**config.mk**
```make
export PLATFORM = sky130hd
export DESIGN_NAME = ines_loader
export DESIGN_NICKNAME = d
export VERILOG_FILES = /design/src/rtl/ines_loader.sv
export SDC_FILE = /design/constraint.sdc
export NUM_CORES = 1
export LEC_CHECK = 0
export ABC_CLOCK_PERIOD_IN_PS = 5880
export CORE_UTILIZATION = 40
export CTS_BUF_LIST = sky130_fd_sc_hd__clkbuf_4 sky130_fd_sc_hd__clkbuf_8 sky130_fd_sc_hd__clkbuf_16
export CTS_CLUSTER_DIAMETER = 150
export DETAILED_ROUTE_END_ITERATION = 16
export PLACE_DENSITY = 0.64
export SLEW_MARGIN = 15
export SYNTH_ARGS = -nofsm -noshare
export SYNTH_HDL_FRONTEND = slang
export SYNTH_SLANG_ARGS = --single-unit
```
**constraint.sdc**
```tcl
create_clock -name clk_cpu -period 5.88 [get_ports clk_cpu]
set_clock_uncertainty 0.1 [all_clocks]
set_input_delay 1.47 -clock clk_cpu [delete_from_list [all_inputs] [get_ports clk_cpu]]
set_output_delay 1.47 -clock clk_cpu [all_outputs]
set_load 0.1 [all_outputs]
```
**src/rtl/ines_loader.sv**
```systemverilog
// iNES image loader: parses the 16-byte header, streams PRG/CHR bytes into the
// cartridge memories and holds the console in reset until loading completes.
module ines_loader #(
  parameter int unsigned PRG_ROM_DEPTH = 17,
  parameter int unsigned CHR_ROM_DEPTH = 13,
  parameter int unsigned SKIP_TRAINER  = 1
) (
  input  logic                     clk_cpu,
  input  logic                     rst,
  input  logic [7:0]               s_data,
  input  logic                     s_valid,
  output logic                     s_ready,
  output logic                     prg_we,
  output logic [PRG_ROM_DEPTH-1:0] prg_addr,
  output logic                     chr_we,
  output logic [CHR_ROM_DEPTH-1:0] chr_addr,
  output logic [7:0]               wr_data,
  output logic [7:0]               mapper,
  output logic                     mirroring,
  output logic [7:0]               prg_banks,
  output logic [7:0]               chr_banks,
  output logic                     chr_is_ram,
  output logic                     sys_rst,
  output logic                     done,
  output logic                     err
);

  localparam int unsigned CNT_W = ((PRG_ROM_DEPTH > CHR_ROM_DEPTH) ? PRG_ROM_DEPTH : CHR_ROM_DEPTH) + 1;
  // Largest bank count that still fits the memory; saturates once any 8-bit value fits.
  localparam int unsigned PRG_MAX_BANKS = (PRG_ROM_DEPTH >= 22) ? 255 : (1 << (PRG_ROM_DEPTH - 14));
  localparam int unsigned CHR_MAX_BANKS = (CHR_ROM_DEPTH >= 21) ? 255 : (1 << (CHR_ROM_DEPTH - 13));

  typedef enum logic [2:0] {
    ST_HDR,
    ST_TRAINER,
    ST_PRG,
    ST_CHR,
    ST_DONE,
    ST_ERR
  } state_e;

  state_e                   state_q, state_d;
  logic [CNT_W-1:0]         cnt_q, cnt_d;
  logic                     trainer_q, trainer_d;
  logic                     s_ready_q, s_ready_d;
  logic                     prg_we_q, prg_we_d;
  logic                     chr_we_q, chr_we_d;
  logic [PRG_ROM_DEPTH-1:0] prg_addr_q, prg_addr_d;
  logic [CHR_ROM_DEPTH-1:0] chr_addr_q, chr_addr_d;
  logic [7:0]               wr_data_q, wr_data_d;
  logic [7:0]               mapper_q, mapper_d;
  logic                     mirroring_q, mirroring_d;
  logic [7:0]               prg_banks_q, prg_banks_d;
  logic [7:0]               chr_banks_q, chr_banks_d;
  logic                     chr_is_ram_q, chr_is_ram_d;
  logic                     sys_rst_q, sys_rst_d;
  logic                     done_q, done_d;
  logic                     err_q, err_d;

  logic accept_c;
  logic prg_last_c;
  logic chr_last_c;

  assign accept_c   = s_valid && s_ready_q;
  assign prg_last_c = (32'(cnt_q) + 32'd1) == (32'(prg_banks_q) << 14);
  assign chr_last_c = (32'(cnt_q) + 32'd1) == (32'(chr_banks_q) << 13);

  // State register and registered outputs.
  always_ff @(posedge clk_cpu) begin
    if (rst) begin
      state_q      <= ST_HDR;
      cnt_q        <= '0;
      trainer_q    <= 1'b0;
      s_ready_q    <= 1'b0;
      prg_we_q     <= 1'b0;
      chr_we_q     <= 1'b0;
      prg_addr_q   <= '0;
      chr_addr_q   <= '0;
      wr_data_q    <= '0;
      mapper_q     <= '0;
      mirroring_q  <= 1'b0;
      prg_banks_q  <= '0;
      chr_banks_q  <= '0;
      chr_is_ram_q <= 1'b0;
      sys_rst_q    <= 1'b1;
      done_q       <= 1'b0;
      err_q        <= 1'b0;
    end else begin
      state_q      <= state_d;
      cnt_q        <= cnt_d;
      trainer_q    <= trainer_d;
      s_ready_q    <= s_ready_d;
      prg_we_q     <= prg_we_d;
      chr_we_q     <= chr_we_d;
      prg_addr_q   <= prg_addr_d;
      chr_addr_q   <= chr_addr_d;
      wr_data_q    <= wr_data_d;
      mapper_q     <= mapper_d;
      mirroring_q  <= mirroring_d;
      prg_banks_q  <= prg_banks_d;
      chr_banks_q  <= chr_banks_d;
      chr_is_ram_q <= chr_is_ram_d;
      sys_rst_q    <= sys_rst_d;
      done_q       <= done_d;
      err_q        <= err_d;
    end
  end

  // Next-state, header decode and write generation.
  always_comb begin
    state_d      = state_q;
    cnt_d        = cnt_q;
    trainer_d    = trainer_q;
    prg_we_d     = 1'b0;
    chr_we_d     = 1'b0;
    prg_addr_d   = prg_addr_q;
    chr_addr_d   = chr_addr_q;
    wr_data_d    = wr_data_q;
    mapper_d     = mapper_q;
    mirroring_d  = mirroring_q;
    prg_banks_d  = prg_banks_q;
    chr_banks_d  = chr_banks_q;
    chr_is_ram_d = chr_is_ram_q;
    // done lags DONE entry by one cycle so the final strobe lands first.
    done_d       = (state_q == ST_DONE);
    sys_rst_d    = (state_q != ST_DONE);

    if (accept_c) begin
      cnt_d = cnt_q + CNT_W'(1);
      case (state_q)
        ST_HDR: begin
          case (cnt_q[3:0])
            4'd0: if (s_data != 8'h4E) state_d = ST_ERR;
            4'd1: if (s_data != 8'h45) state_d = ST_ERR;
            4'd2: if (s_data != 8'h53) state_d = ST_ERR;
            4'd3: if (s_data != 8'h1A) state_d = ST_ERR;
            4'd4: begin
              prg_banks_d = s_data;
              if ((s_data == 8'h00) || (32'(s_data) > PRG_MAX_BANKS)) state_d = ST_ERR;
            end
            4'd5: begin
              chr_banks_d  = s_data;
              chr_is_ram_d = (s_data == 8'h00);
              if (32'(s_data) > CHR_MAX_BANKS) state_d = ST_ERR;
            end
            4'd6: begin
              mirroring_d    = s_data[0];
              trainer_d      = s_data[2];
              mapper_d[3:0]  = s_data[7:4];
              if (s_data[2] && (SKIP_TRAINER == 0)) state_d = ST_ERR;
            end
            4'd7:  mapper_d[7:4] = s_data[7:4];
            4'd15: state_d = trainer_q ? ST_TRAINER : ST_PRG;
            default: ;
          endcase
        end
        ST_TRAINER: begin
          if (cnt_q == CNT_W'(511)) state_d = ST_PRG;
        end
        ST_PRG: begin
          prg_we_d   = 1'b1;
          prg_addr_d = cnt_q[PRG_ROM_DEPTH-1:0];
          wr_data_d  = s_data;
          if (prg_last_c) state_d = (chr_banks_q != 8'h00) ? ST_CHR : ST_DONE;
        end
        ST_CHR: begin
          chr_we_d   = 1'b1;
          chr_addr_d = cnt_q[CHR_ROM_DEPTH-1:0];
          wr_data_d  = s_data;
          if (chr_last_c) state_d = ST_DONE;
        end
        default: ;
      endcase
    end

    if (state_d != state_q) cnt_d = '0;
    s_ready_d = (state_d == ST_HDR) || (state_d == ST_TRAINER) ||
                (state_d == ST_PRG) || (state_d == ST_CHR);
    err_d     = (state_d == ST_ERR);
  end

  assign s_ready    = s_ready_q;
  assign prg_we     = prg_we_q;
  assign chr_we     = chr_we_q;
  assign prg_addr   = prg_addr_q;
  assign chr_addr   = chr_addr_q;
  assign wr_data    = wr_data_q;
  assign mapper     = mapper_q;
  assign mirroring  = mirroring_q;
  assign prg_banks  = prg_banks_q;
  assign chr_banks  = chr_banks_q;
  assign chr_is_ram = chr_is_ram_q;
  assign sys_rst    = sys_rst_q;
  assign done       = done_q;
  assign err        = err_q;

endmodule

```
## After elaboration in Yosys (flattened, before gate mapping)

Index checks and enable logic that the tools add are counted.

| operators by class | value |
|---|---|
| bitwise operators | 1 |
| add/subtract/negate cells | 2 |
| divide/modulo/power cells | 0 |
| reduce and logical (&&, ||, !) cells | 20 |
| shift operators | 0 |
| equal/unequal tests | 25 |
| $lt $le $gt $ge | 2 |
| muxes and demuxes | 16 |
| multiply operators | 0 |

Operators with widths:

| operator | count |
|---|---|
| 3-bit two-way mux | 11 |
| 32-bit by 22-bit equality test with 1-bit output | 1 |
| 8-bit by 7-bit != test with 1-bit output, second input constant | 3 |
| 19-bit by 21-bit equality test with 1-bit output | 1 |
| 3-bit one-hot mux with 7 select lines | 1 |
| 18-bit by 1-bit adder with 19-bit output, second input constant | 1 |
| 18-bit by 1-bit adder with 18-bit output, second input constant | 1 |
| 18-bit by 9-bit equality test with 1-bit output, second input constant | 1 |
| 4-bit by 3-bit equality test with 1-bit output, second input constant | 4 |
| 3-bit by 2-bit equality test with 1-bit output, second input constant | 4 |
| 3-bit one-hot mux with 4 select lines | 1 |
| 3-bit AND reduction | 4 |
| 4-bit by 2-bit equality test with 1-bit output, second input constant | 2 |
| 8-bit by 1-bit > comparator with 1-bit output, second input constant | 1 |
| 8-bit by 4-bit > comparator with 1-bit output, second input constant | 1 |
| 8-bit logical NOT | 1 |
| 8-bit by 5-bit != test with 1-bit output, second input constant | 1 |
| 8-bit nonzero test | 1 |
| 3-bit by 1-bit equality test with 1-bit output, second input constant | 2 |
| 3-bit equality test, second input constant | 2 |
| 3-bit logical NOT | 2 |
| 2-bit AND reduction | 3 |
| 2-bit OR reduction | 3 |
| 4-bit by 1-bit equality test with 1-bit output, second input constant | 1 |
| other kinds (9) | 13 |

| storage, ports and cells | value |
|---|---|
| bits in registers | 92 |
| word-level logic and storage cells | 84 |
| memories kept | 0 |
| latch bits | 0 |
| memory bits (read-only) | 0 |
| output and inout bits | 70 |
| RAM bits | 0 |
| input port bits | 11 |

## Longest topological paths before layout

Gate-level depths: netlist of run 1.

| logic depth | value |
|---|---|
| word-level depth | 10 |
| gate-level depth with buffers | 13 |
| gate-level depth less buffers | 10 |

## Worst setup path after synthesis of run 1

OpenSTA, ideal clock, no wires.

| path | value |
|---|---|
| path type | in2reg |
| from | in s_data[4] |
| to | reg cnt_q[4] |
| setup time | 62 ps |
| stages on the path | 9 |
| required time | 5718 ps |
| arrival | 3774 ps |
| buffers on the path | 2 |
| setup slack | 1943 ps |
| cells stage by stage | clkbuf_1 > or4_1 > o311a_1 > a311oi_1 > nand4_1 > a311oi_1 > o41ai_4 > buf_6 > nor2_2 |

| on the way | value |
|---|---|
| word-level cells in the longest chain between the ends | 8 |
| elaborated cells on any way between the ends | 19 |
| those cells by class | 2 x order compare; 5 x eq/ne; 9 x mux; 3 x reduce/logical |

Ends and longest elaborated chain:

| item | RTL line | text |
|---|---|---|
| start, declared | 10 | `input logic [7:0] s_data,` |
| 8-bit by 4-bit > comparator with 1-bit output / 8-bit logical NOT (equally long branches) | 139 | `if ((s_data == 8'h00) \|\| (32'(s_data) > PRG_MAX_BANKS)) state_d = ST_ERR;` |
| 1-bit logical OR | 139 |  |
| 3-bit two-way mux | 139 |  |
| 3-bit one-hot mux with 7 select lines (*) | 132 | `case (cnt_q[3:0])` |
| 3-bit one-hot mux with 4 select lines (*) | 130 | `case (state_q)` |
| 3-bit two-way mux (*) | 128 | `if (accept_c) begin` |
| 3-bit != test (*) | 176 | `if (state_d != state_q) cnt_d = '0;` |
| 2-bit OR reduction (no source line) (*) | n/a |  |
| end signal, assigned | 90 | `cnt_q <= cnt_d;` |
| end, declared | 43 | `logic [CNT_W-1:0] cnt_q, cnt_d;` |

Every way passes the cells marked *; elsewhere a longest branch is shown, timed or not.
A chain may end at the register's enable or synchronous reset.

## Final worst setup path of run 1

| path | value |
|---|---|
| from | in s_data[4] |
| to | reg cnt_q[17] |

The elaborated chain is that of the path after synthesis.

==> metrics, run 1 <==
core area=11370 um^2; Routed Antenna Nets=0; FF-to-FF path depth=10; DRC Markers=0; hold path cells=2; period utilization=0.7565; Max Fclk=~220 MHz; power density cells=about 230 nW/um^2; number of synthesized flops with an enable pin=0; Reg2Reg Setup Slack=between 1.5 and 2 ns; CP max FO=17; clock tree buffer depth=2; Total GRT Usage=0.2143; Critical Path Start Type=input pin; Slew headroom=0.2685; hold path startpoint=wr_data[7]; DIE AREA=approximately 12000 um^2; global-route wire length before repair=between 15000 and 20000 um; CTS Buf Count=9; min Tclk post-route=between 4 and 5 ns; Yosys top cell by area=dfxtp_1; Final nets=approximately 650; DR iter-0 viols=192; routability cong.=slightly below 0.9; Hold Path Sink=wr_data[7]; mean post-synth cell area=between 7 and 8 um^2; post-CTS sizing=0; syn nets=roughly 600; number of global-route vias before repair=about 4000; MaxCap Viol Count=0; port bufs=80; Sink Count=just over 90; per-cell routed wire length=16.13 um; routed vias/inst=~5.5; Cells after Synth=between 500 and 600; final WL=between 10000 and 15000 um; hold crit path type=reg -> reg; setup TNS=0 ns; Synth top cells by count=nand2_1 (122), dfxtp_1 (92), a21oi_1 (70), nand3_1 (43), clkbuf_1 (28); TritonRoute pass-1 iters=5; CTS tree=done; antenna cell count=0; Clock Latency Late Sink=0.34 ns; top-count cell post-synth=nand2_1; leakage power=between 1.5 and 2 nW; H-tree depth=3; number of distinct library cells after synthesis=between 60 and 70; Synth area leaders=dfxtp_1 (40%), nand2_1 (9.8%), a21oi_1 (7.5%); Die X=109.9 um; Root Buffer=clkbuf_16; layout cells sized above 1=0.06761; Final Hold Viols=0; RSZ-0062 raised after global routing=no; Setup Viol. Count Final=0; sequential element share of the synthesized area=0.3953; async set or reset register ratio after synthesis=0; I/O pin total=81; via count=between 4000 and 5000; area grow syn2layout=21.99%; Post-DP Area=5395 um^2; Tightest Pin Transition=1.093 ns; chip height=109.9 um; dpl cells=763; Mapped Area=4659 um^2; Post-Layout Inst Area=5684 um^2; status=completed; critical path endpoint category=flop; post-synth top area share=0.3953; post-layout util=0.4999; synth warn=0; largest net degree at the start of global routing=74; Worst EP required=slightly above 6 ns; Setup Buffers After CTS=0; hold buffers post-CTS=0; global route overflow=0; starting density of the core=0.4098; Slew Viols, Final=0; Worst Hold Slack=0.3519 ns; Reg clk slew, reported paths=around 0.06 ns; Std-Cell Rows=39; register bit total from synthesis=between 90 and 100; Peak VDD IR=around 0.16 mV; kind of critical path=in -> reg; WP data arrival=4.60 ns; worst r2r dst=cnt_q[17]; initial antenna violation count=0; final non-filler cell total=779; dpl hpwl=between 9000 and 10000 um; RR Startpoint=cnt_q[0]; Synth Flop Type=dfxtp_1
==> worst max path at each step <==
stage          startpoint         to  slack (ns)
2_1_floorplan   s_data[4]   cnt_q[4]        1.94
3_3_place_gp    s_data[4]  cnt_q[13]        1.30
3_5_place_dp    s_data[4]  cnt_q[17]        1.16
4_1_cts         s_data[4]  cnt_q[17]        1.50
5_1_grt         s_data[4]  cnt_q[17]        1.36
6_report        s_data[4]  cnt_q[17]        1.43
==> state kept, by name, indices dropped and copies added (netlist names) <==
name and cells:
trainer_q 1, wr_data 8, prg_we 1, prg_addr 17, err 1, chr_is_ram 1
mapper 8, chr_banks 8, state_q 3, chr_we 1, chr_addr 13, sys_rst 1
cnt_q 18, prg_banks 8, s_ready 1, done 1, mirroring 1
==> cells by family (layout without fill, tap and decap cells) <==
group / count (synthesis) / in the layout / synth area share
fa+ha+maj: 4 / 4 / 0.01074
xor+xnor: 39 / 39 / 0.07626
compound gates: 107 / 107 / 0.1426
buf+inv: 55 / 104 / 0.06015
flops: 92 / 92 / 0.3953
mux: 3 / 3 / 0.006445
simple gates: 287 / 287 / 0.3085
==> cell usage in the layout (no fill, tap or decap), types with 4 or more instances in the layout <==
cell type,synthesis,layout
nand2_1,122,122
and3_1,5,5
ha_1,4,4
nand2b_1,4,4
clkbuf_16,0,9
nor3b_1,4,4
nor2_2,10,10
nor2_1,24,24
nor4_1,13,13
clkdlybuf4s50_1,0,79
nand3_1,43,43
inv_1,5,5
dfxtp_1,92,92
nand4_1,13,13
xnor2_1,22,22
a21oi_1,70,70
nor3_1,14,14
or4_1,4,4
o21ai_0,6,6
xor2_1,16,16
and2_1,7,7
==> per-stage QoR <==
stage	total power, mW	worst slack (ns)
floorplan	0.7123	1.943
global placement	0.7326	1.304
detailed placement	0.7348	1.164
CTS	1.291	1.500
global route	1.321	1.361
finish	1.283	1.432
==> worst max-delay path, cell delays in order <==
cell and delay (ns):
clkdlybuf4s50_1 0.57, or4_1 0.59, o311a_1 0.37, a311oi_1 0.23, nand4_1 0.22, o31ai_1 0.35
o31a_1 0.26, o41ai_4 0.07, buf_4 0.24, nor3_1 0.22
==> where the power goes <==
part	leakage [nW]	switching, mW	internal (mW)
Combinational	0.947	0.0583	0.0265
Sequential	0.742	0.00944	0.627
Clock	0.146	0.252	0.310
Total	1.83	0.320	0.963
==> metal layers <==
| metal | track usage | up-vias | share of wire |
|---|---|---|---|
| met5 | 0 | - | 0 |
| met4 | 0.08857 | 0 | 0.025 |
| met3 | 0.05216 | 24 | 0.052 |
| met2 | 0.3728 | 112 | 0.50 |
| met1 | 0.2504 | 2031 | 0.42 |
| li1 | - | 2125 | - |
==> layout make-up <==
| class | instances | area, um^2 |
|---|---|---|
| fillers | 1142 | 5685 |
| flip-flops and latches | 92 | 1842 |
| multi-input cells | 440 | 2537 |
| clock buffers | 11 | 246.5 |
| well taps | 143 | 178.9 |
| repair buffers | 83 | 818.3 |
| clock inverters | 5 | 42.54 |
| inverters | 5 | 18.77 |
Power figures use the tool's default switching activity.
==> inputs of run 2 (changes only) <==
--- a/config.mk
+++ b/config.mk
@@ -5,7 +5,7 @@
 export SDC_FILE = /design/constraint.sdc
 export NUM_CORES = 1
 export LEC_CHECK = 0
-export ABC_CLOCK_PERIOD_IN_PS = 5880
+export ABC_CLOCK_PERIOD_IN_PS = 4440
 export CORE_UTILIZATION = 40
 export CTS_BUF_LIST = sky130_fd_sc_hd__clkbuf_4 sky130_fd_sc_hd__clkbuf_8 sky130_fd_sc_hd__clkbuf_16
 export CTS_CLUSTER_DIAMETER = 150
==> constraint.sdc (replaced) <==
create_clock -name clk_cpu -period 4.44 [get_ports clk_cpu]
set_clock_uncertainty 0.1 [all_clocks]
set_input_delay 1.11 -clock clk_cpu [delete_from_list [all_inputs] [get_ports clk_cpu]]
set_output_delay 1.11 -clock clk_cpu [all_outputs]
set_load 0.1 [all_outputs]
==> metrics, run 2 (synthesized netlist as in run 1, its figures left out) <==
MaxCap Viol Count=0; H-tree depth=3; Tightest Pin Transition=between 1 and 1.5 ns; routability cong.=about 0.86; CP max FO=17; I/O pin total=81; critical path endpoint category=flop; Slew Viols, Final=0; Largest Register=cnt_q; Filler cells=around 1100; CTS tree=done; CTS Buf Count=9; min Tclk post-route=between 4 and 5 ns; initial antenna violation count=0; Clock Power Share=0.426; WP data arrival=around 4.2 ns; Final Hold Viols=0; Combinational Power Share=0.074; Sink Count=approximately 90; DP Worst Slack=between 0.1 and 0.15 ns; Die X=109.9 um; per-cell routed wire length=between 15 and 20 um; register area=around 1800 um^2; TritonRoute pass-1 iters=5; post-CTS sizing=0; Setup Buffers After CTS=0; antenna cell count=0; final WL=approximately 13000 um; Root Buffer=clkbuf_16; core area=11370 um^2; Final nets=661; chip height=109.9 um; Setup Viol. Count Final=0; DRC Markers=0; Total GRT Usage=0.2284; Reg2Reg Setup Slack=0.86 ns; setup TNS=0 ns; via count=about 4400; Reg clk slew, reported paths=about 0.070 ns; starting density of the core=0.4098; P_sw=roughly 420 uW; global-route wire length before repair=20950 um; Clock Latency Late Sink=between 0.3 and 0.4 ns; DIE AREA=roughly 12000 um^2; most frequent cells in the layout=nand2_1 (122), dfxtp_1 (92), clkdlybuf4s50_1 (79), a21oi_1 (70), nand3_1 (43); number of flip-flops in the largest register=18; leakage power=around 1.9 nW; Critical Path Start Type=input pin; layout cells sized above 1=0.08629; area of the multi-input gates=2537 um^2; global route overflow=0; RSZ-0062 raised after global routing=no; Max Fclk=between 200 and 250 MHz; leading cell type in the layout, fill and taps excluded=nand2_1; final worst slack=around 0.37 ns; Worst Hold Slack=between 0.3 and 0.4 ns; kind of critical path=in -> reg; Slew headroom=0.3210; Std-Cell Rows=39; DR iter-0 viols=~260; hold path startpoint=prg_addr[9]; crit path from=s_data[5]; power density cells=between 200 and 300 nW/um^2; hold buffers post-CTS=0; routed vias/inst=5.571; Sequential Power Share=0.500; Routed Antenna Nets=0; internal power=~1.3 mW; period utilization=0.9176; Worst EP required=4.60 ns; status=completed; Peak VDD IR=between 0.2 and 0.25 mV; largest net degree at the start of global routing=73; hold crit path type=reg -> reg; area grow syn2layout=24.03%; net switching fraction of the power=0.2478; clock tree buffer depth=2; number of global-route vias before repair=a little over 4000; port bufs=80; RR Startpoint=cnt_q[4]; dpl hpwl=around 9400 um
[run 2: power by group through the flow]
stage | Sequential (mW) | Combinational [mW] | Clock [mW]
2_1_floorplan | 0.872 | 0.0716 | 0
3_5_place_dp | 0.859 | 0.122 | 0
5_1_grt | 0.840 | 0.133 | 0.762
3_3_place_gp | 0.858 | 0.120 | 0
4_1_cts | 0.840 | 0.123 | 0.731
6_report | 0.840 | 0.124 | 0.716
[run 2: final cells by class]
class / count / share of cell area
multi-input combinational: 440 / 0.4391
clock inverter: 4 / 0.005629
inverter: 5 / 0.003247
clock buffer: 10 / 0.04135
tap: 143 / 0.03096
timing repair buffer: 98 / 0.1611
sequential: 92 / 0.3187
[run 2: critical path: stages]
cell             delay [ns]
clkdlybuf4s50_1        0.53
or4_1                  0.56
o311a_1                0.39
a311oi_1               0.26
nand4_1                0.22
o31ai_1                0.37
o31a_1                 0.27
o41ai_4                0.07
buf_4                  0.24
nor3_1                 0.21
[run 2: final timing paths]
check,to,cells past startpoint
max,cnt_q[17],10
min reg2reg,prg_addr[9],2
max reg2reg,cnt_q[17],9
min,prg_addr[9],2
[run 2: through the flow]
step           total power, mW    util  instance area, um^2  cells
6_report                 1.680  0.5083                 5779    792
5_1_grt                  1.735  0.5083                 5779    792
3_5_place_dp            0.9809  0.4844                 5508    778
4_1_cts                  1.693  0.5083                 5779    792
3_3_place_gp            0.9776  0.4844                 5508    778
2_1_floorplan           0.9433       -                 4659    587
[run 2: routing by layer]
metal | vias to the layer above | part of all wire | global-route usage | routed length (um)
met1 | 2103 | 0.44 | 0.2814 | 5708
met4 | 0 | 0.016 | 0.08381 | 204
met5 | - | 0 | 0 | 0
met3 | 14 | 0.049 | 0.05394 | 637
met2 | 126 | 0.50 | 0.3857 | 6492
li1 | 2169 | - | - | -
